==> src/rtl/anton_neopixel_apb_master.sv <==
// rtl/anton_neopixel_apb_master.sv - byte stream to APB write initiator for the neopixel slave
// Optional read-back compare of every written byte: define ANTON_NEOPIXEL_MASTER_VERIFY_EN.
module anton_neopixel_apb_master #(
    parameter int  PIXELS_MAX     = 66,
    parameter int  TIMEOUT_CYCLES = 16,
    localparam int PIXELS_BITS    = $clog2(PIXELS_MAX)
) (
    input  logic                   apbPclk,
    input  logic                   apbPresern,
    input  logic [7:0]             streamData,
    input  logic                   streamValid,
    input  logic                   streamLast,
    output logic                   streamReady,
    output logic                   apbPselx,
    output logic                   apbPenable,
    output logic                   apbPwrite,
    output logic [PIXELS_BITS+1:0] apbPaddr,
    output logic [7:0]             apbPwData,
    input  logic [7:0]             apbPrData,
    input  logic                   apbPready,
    input  logic                   apbPslverr,
    output logic                   busy,
    output logic                   frameDone,
    output logic                   overflow,
    output logic [7:0]             errCount,
    input  logic                   errClear
);
    localparam int                     WAIT_BITS  = $clog2(TIMEOUT_CYCLES + 1);
    localparam logic [WAIT_BITS-1:0]   WAIT_LAST  = WAIT_BITS'(TIMEOUT_CYCLES - 1);
    localparam logic [PIXELS_BITS-1:0] INDEX_LAST = PIXELS_BITS'(PIXELS_MAX - 1);

`ifdef ANTON_NEOPIXEL_MASTER_VERIFY_EN
    typedef enum logic [2:0] {S_IDLE, S_SETUP, S_ACCESS, S_RSETUP, S_RACCESS} state_t;
`else
    typedef enum logic [1:0] {S_IDLE, S_SETUP, S_ACCESS} state_t;
`endif

    state_t                 state_q;
    logic [PIXELS_BITS-1:0] index_q, index_d;
    logic [7:0]             byte_q;
    logic                   last_q;
    logic [WAIT_BITS-1:0]   wait_q;
    logic                   ready_q, busy_q, psel_q, penable_q, pwrite_q, frame_done_q;
    logic                   overflow_q, overflow_d;
    logic [7:0]             err_cnt_q, err_cnt_d;
    logic                   timeout_hit, xfer_end, xfer_err;
`ifdef ANTON_NEOPIXEL_MASTER_VERIFY_EN
    logic                   start_read;
`else
    logic                   unused_prdata;
    assign unused_prdata = ^apbPrData;
`endif

    // xfer_end marks the cycle a byte is finished (write, or read-back when verifying)
    always_comb begin
        timeout_hit = !apbPready && (wait_q == WAIT_LAST);
        xfer_end    = 1'b0;
        xfer_err    = 1'b0;
`ifdef ANTON_NEOPIXEL_MASTER_VERIFY_EN
        start_read  = 1'b0;
        if (state_q == S_ACCESS && (apbPready || timeout_hit)) begin
            start_read = !(timeout_hit || apbPslverr);
            xfer_end   = !start_read;
            xfer_err   = !start_read;
        end
        if (state_q == S_RACCESS && (apbPready || timeout_hit)) begin
            xfer_end = 1'b1;
            xfer_err = timeout_hit || apbPslverr || (apbPrData != byte_q);
        end
`else
        if (state_q == S_ACCESS && (apbPready || timeout_hit)) begin
            xfer_end = 1'b1;
            xfer_err = timeout_hit || apbPslverr;
        end
`endif
    end

    always_comb begin
        index_d    = index_q;
        overflow_d = overflow_q;
        err_cnt_d  = err_cnt_q;
        if (xfer_end) begin
            if (last_q) begin
                index_d = '0;
            end else if (index_q == INDEX_LAST) begin
                index_d    = '0;
                overflow_d = 1'b1;
            end else begin
                index_d = index_q + 1'b1;
            end
            if (xfer_err && err_cnt_q != 8'hFF) err_cnt_d = err_cnt_q + 1'b1;
        end
        if (errClear) begin
            err_cnt_d  = '0;
            overflow_d = 1'b0;
        end
    end

    always_ff @(posedge apbPclk or negedge apbPresern) begin
        if (!apbPresern) begin
            state_q      <= S_IDLE;
            index_q      <= '0;
            byte_q       <= '0;
            last_q       <= 1'b0;
            wait_q       <= '0;
            ready_q      <= 1'b0;
            busy_q       <= 1'b0;
            psel_q       <= 1'b0;
            penable_q    <= 1'b0;
            pwrite_q     <= 1'b0;
            frame_done_q <= 1'b0;
            overflow_q   <= 1'b0;
            err_cnt_q    <= '0;
        end else begin
            index_q      <= index_d;
            overflow_q   <= overflow_d;
            err_cnt_q    <= err_cnt_d;
            frame_done_q <= 1'b0;
            if (xfer_end) begin
                state_q      <= S_IDLE;
                psel_q       <= 1'b0;
                penable_q    <= 1'b0;
                pwrite_q     <= 1'b0;
                busy_q       <= 1'b0;
                ready_q      <= 1'b1;
                frame_done_q <= last_q;
            end else begin
                case (state_q)
                    S_IDLE: begin
                        ready_q <= 1'b1;
                        if (streamValid && ready_q) begin
                            byte_q   <= streamData;
                            last_q   <= streamLast;
                            ready_q  <= 1'b0;
                            busy_q   <= 1'b1;
                            psel_q   <= 1'b1;
                            pwrite_q <= 1'b1;
                            state_q  <= S_SETUP;
                        end
                    end
                    S_SETUP: begin
                        penable_q <= 1'b1;
                        wait_q    <= '0;
                        state_q   <= S_ACCESS;
                    end
                    S_ACCESS: begin
`ifdef ANTON_NEOPIXEL_MASTER_VERIFY_EN
                        if (start_read) begin
                            penable_q <= 1'b0;
                            pwrite_q  <= 1'b0;
                            state_q   <= S_RSETUP;
                        end else begin
                            wait_q <= wait_q + 1'b1;
                        end
`else
                        wait_q <= wait_q + 1'b1;
`endif
                    end
`ifdef ANTON_NEOPIXEL_MASTER_VERIFY_EN
                    S_RSETUP: begin
                        penable_q <= 1'b1;
                        wait_q    <= '0;
                        state_q   <= S_RACCESS;
                    end
                    S_RACCESS: wait_q <= wait_q + 1'b1;
`endif
                    default: state_q <= S_IDLE;
                endcase
            end
        end
    end

    // Index is only updated at completion, so address and data stay stable for the whole transfer
    assign apbPaddr    = psel_q ? {index_q, 2'b00} : '0;
    assign apbPwData   = psel_q ? byte_q : '0;
    assign apbPselx    = psel_q;
    assign apbPenable  = penable_q;
    assign apbPwrite   = pwrite_q;
    assign streamReady = ready_q;
    assign busy        = busy_q;
    assign frameDone   = frame_done_q;
    assign overflow    = overflow_q;
    assign errCount    = err_cnt_q;
endmodule
==> config.mk <==
export PLATFORM = sky130hd
export DESIGN_NAME = anton_neopixel_apb_master
export DESIGN_NICKNAME = d
export VERILOG_FILES = /design/src/rtl/anton_neopixel_apb_master.sv
export SDC_FILE = /design/constraint.sdc
export NUM_CORES = 1
export LEC_CHECK = 0
export CORE_MARGIN = 10
export CORE_UTILIZATION = 51
export DETAILED_ROUTE_END_ITERATION = 16
export PLACE_DENSITY_LB_ADDON = 0.25
export SLEW_MARGIN = 10
export SYNTH_ARGS = -nofsm -noshare
export SYNTH_HDL_FRONTEND = slang
export SYNTH_SLANG_ARGS = --single-unit
==> constraint.sdc <==
create_clock -name apbPclk -period 5.4 [get_ports apbPclk]
set_input_delay 0.54 -clock apbPclk [delete_from_list [all_inputs] [get_ports apbPclk]]
set_output_delay 0.54 -clock apbPclk [all_outputs]
set_load 0.005 [all_outputs]
==> summary.txt <==
==========================================================================================
Slew at the pin closest to its max-slew limit                                       996 ps
Area after detailed placement                                                   2300 sq um
Post-CTS setup buffer count                                                              0
Core footprint                                                                  3440 sq um
Worst hold slack                                                                    321 ps
Cells along the critical path                                                 ha_1 > and3_1 > ha_1 > mux2_1 > o211ai_1 > or4_1 > a21oi_1
Num CTS Buffers                                                                          5
Critical path's top delay family                                              simple AND/OR/NAND/NOR gates
Cell mode on critical path                                                    sky130_fd_sc_hd__ha_1
Worst-path cell with the longest stage delay                                  sky130_fd_sc_hd__or4_1
Number of synthesized register bits                                                     36
Violation count after the first detailed-route iteration                               182
I/O pin cnt                                                                             55
Via-to-Cell Ratio                                                                     5.72
Number of antenna violations at the first check in global routing                        0
Overall die area                                                                6510 sq um
Post-route non-filler standard cell count                                              271
Clk Latency, worst-skew pair                                                        290 ps
Met1 track demand over resource                                                      0.150
Arrival time at the worst endpoint                                                 2620 ps
Maximum clock skew at final layout                                                 3.89 ps
Nature of the critical path endpoint                                             flip-flop
Leakage power summed over all cells                                                1.02 nW
Met3 layer usage reported by global route                                           0.0679
Number of warning messages in the yosys log                                              0
Area growth from synthesis to final layout                                           30.9%
Number of cells in the design after placement                                          263
Detailed-route wire length                                                    4450 microns
Starting density of the core                                                         0.545
Fin nets                                                                               252
Synthesized area per cell                                                       10.1 sq um
GRT Max-Usage Layer                                                                   met2
Post-cts gate resize count                                                               0
Post-Synth XOR/XNOR Area                                                           0.00933
Launching element type of the critical path                                      flip-flop
Total global routing track utilization                                               0.144
Share of synthesized cell area in full adder, half adder and majority cells         0.0333
Number of design rule violations left after detail routing                               0
Total power of the final layout                                                    1.10 mW
Number of hold-slack violations in the final timing report                               0
Detailed-routing iteration count for the pre-antenna-repair pass                         4
Number of levels in the clock H-tree                                                     2
IO Port Bufs                                                                            44
Die outline width                                                             80.7 microns
Wire length of the first global-routing pass                                  7430 microns
Slew margin rel.                                                                     0.333
Share of async-settable or async-resettable flops after synthesis                     1.00
Post-layout minimum cycle time                                                     2400 ps
Final cell utilization of the core                                                   0.714
Antenna fix cells                                                                        0
Data required, critical path                                                       5610 ps
Unrepaired setup endpoints after global routing                                         no
Post-synthesis share of cell area spent on and, or, nand and nor gates               0.217
Final cycle utilization of the critical path                                         0.445
Distinct cell type count after synthesis                                                43
Cells after synthesis                                                                  185
Worst Path Buf+Inv                                                                       0
Compound-Gate Fraction of Synth Area                                                 0.115
Part of the Yosys area used for sequential elements                                  0.480
Number of synthesized flops with an enable pin                                           0
Dominant combinational cell family by area after synthesis                    simple AND/OR/NAND/NOR gates
Leading register cell type out of synthesis                                   sky130_fd_sc_hd__dfrtp_1
Final global-route overflow total                                                        0
CTS sink count                                                                          36
Max Cap Violations                                                                       0
Max incr delay on CP                                                                610 ps
Classification of the worst-slack hold path                                   input pin to async pin
Routability-driven placement congestion ratio                                        0.880
Y dimension of the die                                                        80.7 microns
Final setup violation count                                                              0
Summed negative setup slack over all endpoints                                        0 ps
Max-slew violation total from the final report                                           0
Post-DP HPWL                                                                  3230 microns
Fraction of synthesized area in multiplexers                                        0.0927
Worst VDD drop                                                                    0.269 mV
CTS tree                                                                             built
Maximum number of pins on one net before global-route repair                            37
Critical path class                                                           flip-flop to flip-flop
Vias in the first global route                                                        1602
Top achievable clock speed                                                         416 MHz
Highest net fanout along the worst path                                                 14
Met2 layer usage reported by global route                                            0.242
Hold buffer count at cts                                                                 0
Register clock-pin slew on the reported worst setup and hold paths                   70 ps
Share of cells above drive strength 1                                               0.0578
Post-route setup slack                                                             3000 ps
Largest buffer count on any clock path                                                   2
Average wire per cell in the routed design                                    16.4 microns
Netlist area before placement                                                   1880 sq um
Final standard cell area without fillers                                        2460 sq um
Total power divided by cell area                                               449 nW/um^2
Via Count                                                                             1551
Clock root cell                                                               sky130_fd_sc_hd__clkbuf_8
Worst-case setup slack after placement                                             2950 ps
Total number of placement rows                                                          21
Run status                                                                       completed
Remaining antenna violation count                                                        0
==========================================================================================
[where the power goes]
group          switching, mW  internal (mW)  leakage [nW]
Clock                 0.0978          0.231        0.0784
Combinational          0.133          0.212         0.471
Sequential            0.0866          0.341         0.467
Total                  0.318          0.784          1.02
[metal layers]
| metal | vias up | wire length (microns) |
|---|---|---|
| li1 | 729 | - |
| met1 | 753 | 1720 |
| met2 | 61 | 2180 |
| met3 | 8 | 445 |
| met4 | 0 | 108 |
| met5 | - | 0 |
[worst paths after layout]
kind,start,end,slack [ps],depth (start not counted)
max,wait_q[0]$_DFFE_PN0P_,errCount[5]$_DFFE_PN0P_,3000,7
min,apbPresern,wait_q[0]$_DFFE_PN0P_,320,1
max reg2reg,wait_q[0]$_DFFE_PN0P_,errCount[5]$_DFFE_PN0P_,3000,7
min reg2reg,byte_q[2]$_DFFE_PN0P_,byte_q[2]$_DFFE_PN0P_,480,1
max in group asynchronous,apbPresern,index_q[1]$_DFFE_PN0P_,4590,1
min in group apbPclk,byte_q[2]$_DFFE_PN0P_,byte_q[2]$_DFFE_PN0P_,480,1
[logic make-up (layout without fill, tap and decap cells)]
kind of cell | after synthesis | count (layout)
AND/OR/NAND/NOR | 71 | 71
AO/OA/AOI/OAI | 36 | 36
flip-flops | 36 | 36
buffers and inverters | 18 | 57
multiplexers | 16 | 16
adder cells (fa/ha/maj) | 5 | 5
XOR/XNOR | 2 | 2
other | 1 | 2
[cell usage after synthesis, drive strengths merged, types with 2 or more instances]
cell type,instances,area [sq um]
nand2,11,41.3
and3,4,25.0
a31oi,6,37.5
and2,15,93.8
nand3b,2,15.0
dfrtp,36,901
nand3,10,50.1
or3,4,25.0
inv,4,15.0
or2,2,12.5
nor2b,3,18.8
or4,3,22.5
o21ai,13,65.1
a21oi,8,43.8
ha,5,62.6
a41oi,2,17.5
mux2,11,124
nor2,9,33.8
buf,10,63.8
o31ai,3,22.5
mux2i,5,50.1
nand2b,2,20.0
clkbuf,3,11.3
nor3,3,26.3
[registers in the layout, summed over array words and instances, names as in the netlist]
name         cells
state_q          2
wait_q           5
frameDone        1
overflow         1
apbPenable       1
last_q           1
byte_q           8
errCount         8
index_q          7
apbPwrite        1
streamReady      1
[layout by cell type (no fill, tap or decap), types with 6 or more instances in the layout]
cell and n:
sky130_fd_sc_hd__a21oi_1 7, sky130_fd_sc_hd__nand3_1 10, sky130_fd_sc_hd__o21ai_1 11, sky130_fd_sc_hd__nand2_1 11, sky130_fd_sc_hd__mux2_1 10, sky130_fd_sc_hd__and2_1 15, sky130_fd_sc_hd__a31oi_1 6, sky130_fd_sc_hd__nor2_1 9
sky130_fd_sc_hd__dfrtp_1 36, sky130_fd_sc_hd__clkdlybuf4s50_1 43
[layout make-up]
cell class / count / area, sq um
fill: 270 / 985
clock inverter: 3 / 90.1
sequential: 36 / 901
clock buffer: 5 / 68.8
tap: 46 / 57.6
inverter: 5 / 18.8
timing repair buffer: 44 / 435
multi-input combinational: 132 / 886
Power figures use the tool's default switching activity.
